## src/rtl/alu_pkg.sv

```systemverilog
// Shared types and defaults for the lab ALU datapath and its multiply controller.
package alu_pkg;

    localparam int ALU_N = 4;

    typedef enum logic [1:0] {
        IDLE = 2'd0,
        CALC = 2'd1,
        DONE = 2'd2
    } mult_state_t;

endpackage

```

## src/rtl/alu_add4n.sv

```systemverilog
// Parameterized N-bit ripple-carry adder built from a chain of full-adder cells.
module alu_add4n #(
    parameter int N = 4
) (
    input  logic [N-1:0] a,
    input  logic [N-1:0] b,
    input  logic         c_in,
    output logic [N-1:0] s,
    output logic         c_out
);

    logic [N:0] c;

    assign c[0] = c_in;

    for (genvar i = 0; i < N; i++) begin : g_fa
        assign s[i]   = a[i] ^ b[i] ^ c[i];
        assign c[i+1] = (a[i] & b[i]) | (c[i] & (a[i] ^ b[i]));
    end

    assign c_out = c[N];

endmodule

```

## src/rtl/alu_mult_ctrl.sv

```systemverilog
// Shift-and-add unsigned multiplier: one N-bit adder sequenced over N steps into a 2N-bit product.
module alu_mult_ctrl
    import alu_pkg::*;
#(
    parameter int N = ALU_N
) (
    input  logic           Clock,
    input  logic           Reset,
    input  logic           Start,
    input  logic [N-1:0]   A,
    input  logic [N-1:0]   B,
    output logic           Ready,
    output logic           Busy,
    output logic           Done,
    output logic [2*N-1:0] Product,
    output mult_state_t    dbg_state
);

    // Handshake: a request is accepted on the rising edge where Start=1 and Ready=1;
    // Start in any other state is dropped, and Done pulses once when Product is valid.

    localparam int            CW   = $clog2(N) + 1;
    localparam logic [CW-1:0] LAST = CW'(N - 1);

    mult_state_t    state;
    mult_state_t    state_nxt;
    logic [N-1:0]   m_r;
    logic [N-1:0]   q_r;
    logic [N-1:0]   p_r;
    logic [CW-1:0]  cnt_r;
    logic [2*N-1:0] product_r;

    logic [N-1:0]   add_b;
    logic [N-1:0]   add_s;
    logic           add_c;
    logic           accept;
    logic           calc_step;
    logic           calc_last;

    assign accept    = (state == IDLE) && Start;
    assign calc_step = (state == CALC);
    assign calc_last = calc_step && (cnt_r == LAST);

    // Gating the addend with Q[0] makes the no-add case fall out as {0,P}.
    assign add_b = q_r[0] ? m_r : '0;

    alu_add4n #(
        .N(N)
    ) u_add (
        .a    (p_r),
        .b    (add_b),
        .c_in (1'b0),
        .s    (add_s),
        .c_out(add_c)
    );

    always_ff @(posedge Clock or posedge Reset) begin
        if (Reset) begin
            state <= IDLE;
        end else begin
            state <= state_nxt;
        end
    end

    always_comb begin
        state_nxt = state;
        case (state)
            IDLE:    if (Start) state_nxt = CALC;
            CALC:    if (cnt_r == LAST) state_nxt = DONE;
            DONE:    state_nxt = IDLE;
            default: state_nxt = IDLE;
        endcase
    end

    always_ff @(posedge Clock or posedge Reset) begin
        if (Reset) begin
            m_r       <= '0;
            q_r       <= '0;
            p_r       <= '0;
            cnt_r     <= '0;
            product_r <= '0;
        end else if (accept) begin
            m_r   <= A;
            q_r   <= B;
            p_r   <= '0;
            cnt_r <= '0;
        end else if (calc_step) begin
            // Carry out becomes the new MSB of P so the full 2N-bit product survives.
            p_r   <= {add_c, add_s[N-1:1]};
            q_r   <= {add_s[0], q_r[N-1:1]};
            cnt_r <= cnt_r + 1'b1;
            if (calc_last) begin
                product_r <= {add_c, add_s, q_r[N-1:1]};
            end
        end
    end

    assign Ready     = (state == IDLE);
    assign Busy      = (state == CALC);
    assign Done      = (state == DONE);
    assign Product   = product_r;
    assign dbg_state = state;

endmodule

```

## config.mk

```make
export PLATFORM = sky130hd
export DESIGN_NAME = alu_mult_ctrl
export DESIGN_NICKNAME = d
export VERILOG_FILES = /design/src/rtl/alu_pkg.sv /design/src/rtl/alu_add4n.sv /design/src/rtl/alu_mult_ctrl.sv
export SDC_FILE = /design/constraint.sdc
export NUM_CORES = 1
export LEC_CHECK = 0
export ABC_AREA = 1
export BUFFER_PORTS_ARGS = -buffer_cell sky130_fd_sc_hd__buf_2
export CAP_MARGIN = 20
export CORE_MARGIN = 3
export CORE_UTILIZATION = 40
export CTS_CLUSTER_DIAMETER = 150
export DETAILED_ROUTE_END_ITERATION = 10
export HOLD_SLACK_MARGIN = 0.1
export PLACE_DENSITY = 0.61
export SLEW_MARGIN = 15
export SYNTH_ARGS = -nofsm -noshare
export SYNTH_HDL_FRONTEND = slang
export SYNTH_SLANG_ARGS = --single-unit
```

## constraint.sdc

```tcl
create_clock -name Clock -period 5.6 [get_ports Clock]
set_input_delay 0.84 -clock Clock [delete_from_list [all_inputs] [get_ports Clock]]
set_output_delay 0.84 -clock Clock [all_outputs]
set_load 0.005 [all_outputs]
```

==> impl.org <==
** Placement
- Placed inst area :: 0.00131 mm2
- In this run the tool buffered the top-level ports with 23 buffer cells.
- Gp weighted congestion :: 0.785
- Detailed placement ended at an HPWL of 1.60 mm.
- In this run, placement finished with an instance count of 180.

** Die
- The initial utilization of the core area, before any placement, comes to 0.446.
- The floorplan step defined a die boundary enclosing 0.00360 mm2.
- Pin placement for this block handled 24 I/O pins.
- After floorplanning, the core was sized to cover 0.00261 mm2.
- The initialized floorplan defines 18 standard-cell rows.
- From left edge to right edge, the die measures 60.0 um.
- Height of the die :: 60.0 um

** Worst setup path
- Startpoint of the lowest-slack register-to-register path :: q_r[0]
- The slowest stage of the critical path is the sky130_fd_sc_hd__fa_1 cell.
- Cell-by-cell listing of the critical path :: nand2_1, inv_1, ha_1, inv_1, fa_1, fa_1, fa_1, inv_1, nand2_1, nand2_1
- The setup path with the least slack is of type reg -> reg.
- Crit path capture type :: flip-flop
- Data arrival time of the critical path :: 2430 ps
- Capture point of the worst reg-to-reg path :: Product[6]
- Across all register-to-register paths, the minimum setup slack is 3400 ps.
- Largest fanout of any net on the critical path :: 5
- Data required time of the critical path :: 5840 ps
- Delay of the slowest cell on the worst path :: 500 ps
- Worst path bufs/invs :: 3
- Path depth of the worst reg2reg path :: 10
- Worst setup SP type :: flip-flop
- Grouping stages by cell kind, the critical path spends the most delay in adder cells.

** Logic synthesis
- Number of flops mapped to enable cells by yosys :: 0
- Post-Synthesis Cell Area :: 0.00116 mm2
- Post-Synthesis Net Count :: 146
- Yosys instantiated no cell more often than sky130_fd_sc_hd__nand2_1.
- Synth warnings :: 0
- Yosys mapped the design onto 16 distinct sky130hd cell types.
- Proportion of register bits with asynchronous set or reset after synthesis :: 1.00
- The average instance in the mapped netlist occupies 9.03 um2.
- For this run, the register share of the synthesized area comes to 0.537.
- Number of cells produced by synthesis :: 129
- sky130_fd_sc_hd__dfrtp_1 takes more of the synthesized area than any other cell.
- For this run, the leading register cell type out of synthesis is sky130_fd_sc_hd__dfrtp_1.
- Share of Yosys cell area claimed by the top area cell type :: 0.537
- Ranked by total cell area, the synthesized netlist is headed by sky130_fd_sc_hd__dfrtp_1, sky130_fd_sc_hd__nand2_1, sky130_fd_sc_hd__fa_1.
- After synthesis the netlist holds a flip-flop and latch count of 25.
- By count the netlist is led by sky130_fd_sc_hd__nand2_1, sky130_fd_sc_hd__dfrtp_1, sky130_fd_sc_hd__inv_1.

** Min path
- Hold Startpoint :: Product[3]
- The worst hold path passes through 2 cells.
- Sink of the worst hold path :: Product[3]
- Path type of the worst min-delay path :: reg -> reg

** Cells and area
- At the end of the flow, the number of nets in the layout was 172.
- Non-Filler Instances :: 184
- Post-synthesis to final-layout area growth :: 14.6%
- Once layout is done, the placed cells without fillers occupy 0.00134 mm2.
- Ant. Diodes :: 0
- The layout has 256 filler cells.
- Fraction of layout cells with a size suffix above 1 :: 0.214

** Clock tree
- Number of buffers inserted during clock tree synthesis :: 3
- Clock tree from TritonCTS :: yes
- After clock tree synthesis, the clock-pin slew on the worst setup and hold paths is 140 ps.
- CTS built an H-tree with a depth of 1.
- Count of clock tree sinks :: 25
- The longest clock path from root to sink contains 2 buffers.
- Root buf cell :: sky130_fd_sc_hd__clkbuf_4
- Count of hold-fix buffers inserted at cts :: 0
- Setup fix buffers added after clock tree synthesis :: 0
- Clock latency of the later-clocked register in the worst-skew pair :: 320 ps
- The number of gates resized after CTS was 0.

** STA
- Hold_ws :: 479 ps
- Portion of the clock cycle consumed by the worst path in the final layout :: 0.392
- Fin Clk Skew :: 0.916 ps
- Setup violations remaining at the end of the flow were counted as 0.
- Number of hold-slack violations in the final timing report :: 0
- Final critical delay including setup and external delays :: 2200 ps
- Summed over all failing endpoints, the final setup total negative slack is 0 ps.
- Number of pins exceeding their max-slew limit in the final report :: 0
- At the pin with the least slew margin, the transition time is 932 ps.
- Derived from the worst setup path, the maximum achievable clock frequency is 455 MHz.
- Setup repair after global routing left no endpoint under its margin.
- Slew HR :: 0.378

** Route
- After detailed routing, the average wire length per cell comes to 11.5 um.
- Vias post-DR :: 862
- The first routing iteration left 15 violations.
- Post-Route WL :: 2.12 mm
- For this run, design rule violations remaining after detail routing come to 0.
- For this run, the detailed router's first-pass iteration total came to 4.
- Vias per inst :: 4.68
- ANT nets after route :: 0

** Power
- For this design the ratio of total power to cell area is 472 mW/mm2.
- Worst vdd ir :: 0.288 mV
- Leakage power total :: 0.745 nW

** GRT
- Via count of the first global-routing pass :: 801
- Antenna violations before repair :: 0
- The first global-routing pass estimated 3.64 mm of wire.
- Entering global routing, the biggest net connects 26 pins.
- Aggregate global-route resource usage :: 0.137
- Global route overflow :: 0

** Run
- Max-cap viol count :: 0

** Run status
- The run finished with clean final reports.
==> power by group <==
group	switching (mW)	internal, mW	leakage (nW)
combinational	0.154	0.0951	0.409
clock	0.0568	0.0273	0.0139
sequential	0.0478	0.248	0.322
total	0.259	0.371	0.745
==> metrics by stage <==
step	setup slack [ps]	utilization	power, mW
after CTS	3390	0.511	0.643
final	3400	0.511	0.630
after global routing	3260	0.511	0.689
after global placement	3440	0.500	0.553
after floorplan	3490	-	0.476
after detailed placement	3410	0.500	0.557
==> routing by layer <==
| layer | GRT usage | share of wire |
|---|---|---|
| met1 | 0.185 | 0.48 |
| met2 | 0.210 | 0.46 |
| met3 | 0.0259 | 0.039 |
| met4 | 0.0665 | 0.021 |
| met5 | 0 | 0 |
==> cells by family (layout without fill, tap and decap cells) <==
group / count (synthesis) / after routing / share of synthesized area
compound gates: 8 / 8 / 0.0344
fa+ha+maj: 6 / 6 / 0.0838
buf+inv: 17 / 42 / 0.0612
flops: 25 / 25 / 0.537
simple gates: 73 / 73 / 0.284
==> sequential cells by signal, indices dropped and copies added, names as in the netlist <==
register,count
q_r,4
p_r,4
dbg_state,2
m_r,4
Product,8
cnt_r,3
==> final cells by class <==
class | instances | area (um2) | share of cell area
Sequential cell | 25 | 626 | 0.469
Multi-Input combinational cell | 87 | 468 | 0.351
Timing Repair Buffer | 23 | 115 | 0.0862
Inverter | 15 | 58.8 | 0.0440
Tap cell | 30 | 37.5 | 0.0281
Clock buffer | 3 | 22.5 | 0.0169
Clock inverter | 1 | 7.51 | 0.00562
==> worst reg2reg max path, delay by kind of cell, from the launching register on <==
family / cells / cell delay [ps]
flops: 1 / 420
simple gates: 3 / 150
fa+ha+maj: 4 / 1390
buf+inv: 3 / 140
==> worst max path at each step <==
stage / startpoint / to / cells after the start
global route: q_r[0] / Product[6] / 10
CTS: q_r[0] / Product[6] / 10
finish: q_r[0] / Product[6] / 10
global placement: q_r[0] / Product[6] / 10
detailed placement: q_r[0] / Product[6] / 10
floorplan: q_r[0] / Product[6] / 10
==> cells in the final DEF (no fill, tap or decap) <==
master and count:
sky130_fd_sc_hd__nor2_8 1, sky130_fd_sc_hd__nand2_4 2, sky130_fd_sc_hd__ha_1 3, sky130_fd_sc_hd__o21ai_1 1, sky130_fd_sc_hd__nor2_4 1, sky130_fd_sc_hd__clkbuf_4 3
sky130_fd_sc_hd__nor2_1 1, sky130_fd_sc_hd__fa_1 3, sky130_fd_sc_hd__nand2_2 1, sky130_fd_sc_hd__inv_4 1, sky130_fd_sc_hd__clkinvlp_4 1, sky130_fd_sc_hd__dfrtp_1 25
sky130_fd_sc_hd__nand2_1 55, sky130_fd_sc_hd__buf_2 23, sky130_fd_sc_hd__o21ai_0 7, sky130_fd_sc_hd__nand3_1 12, sky130_fd_sc_hd__inv_1 14
(Power assumes the default switching activity.)
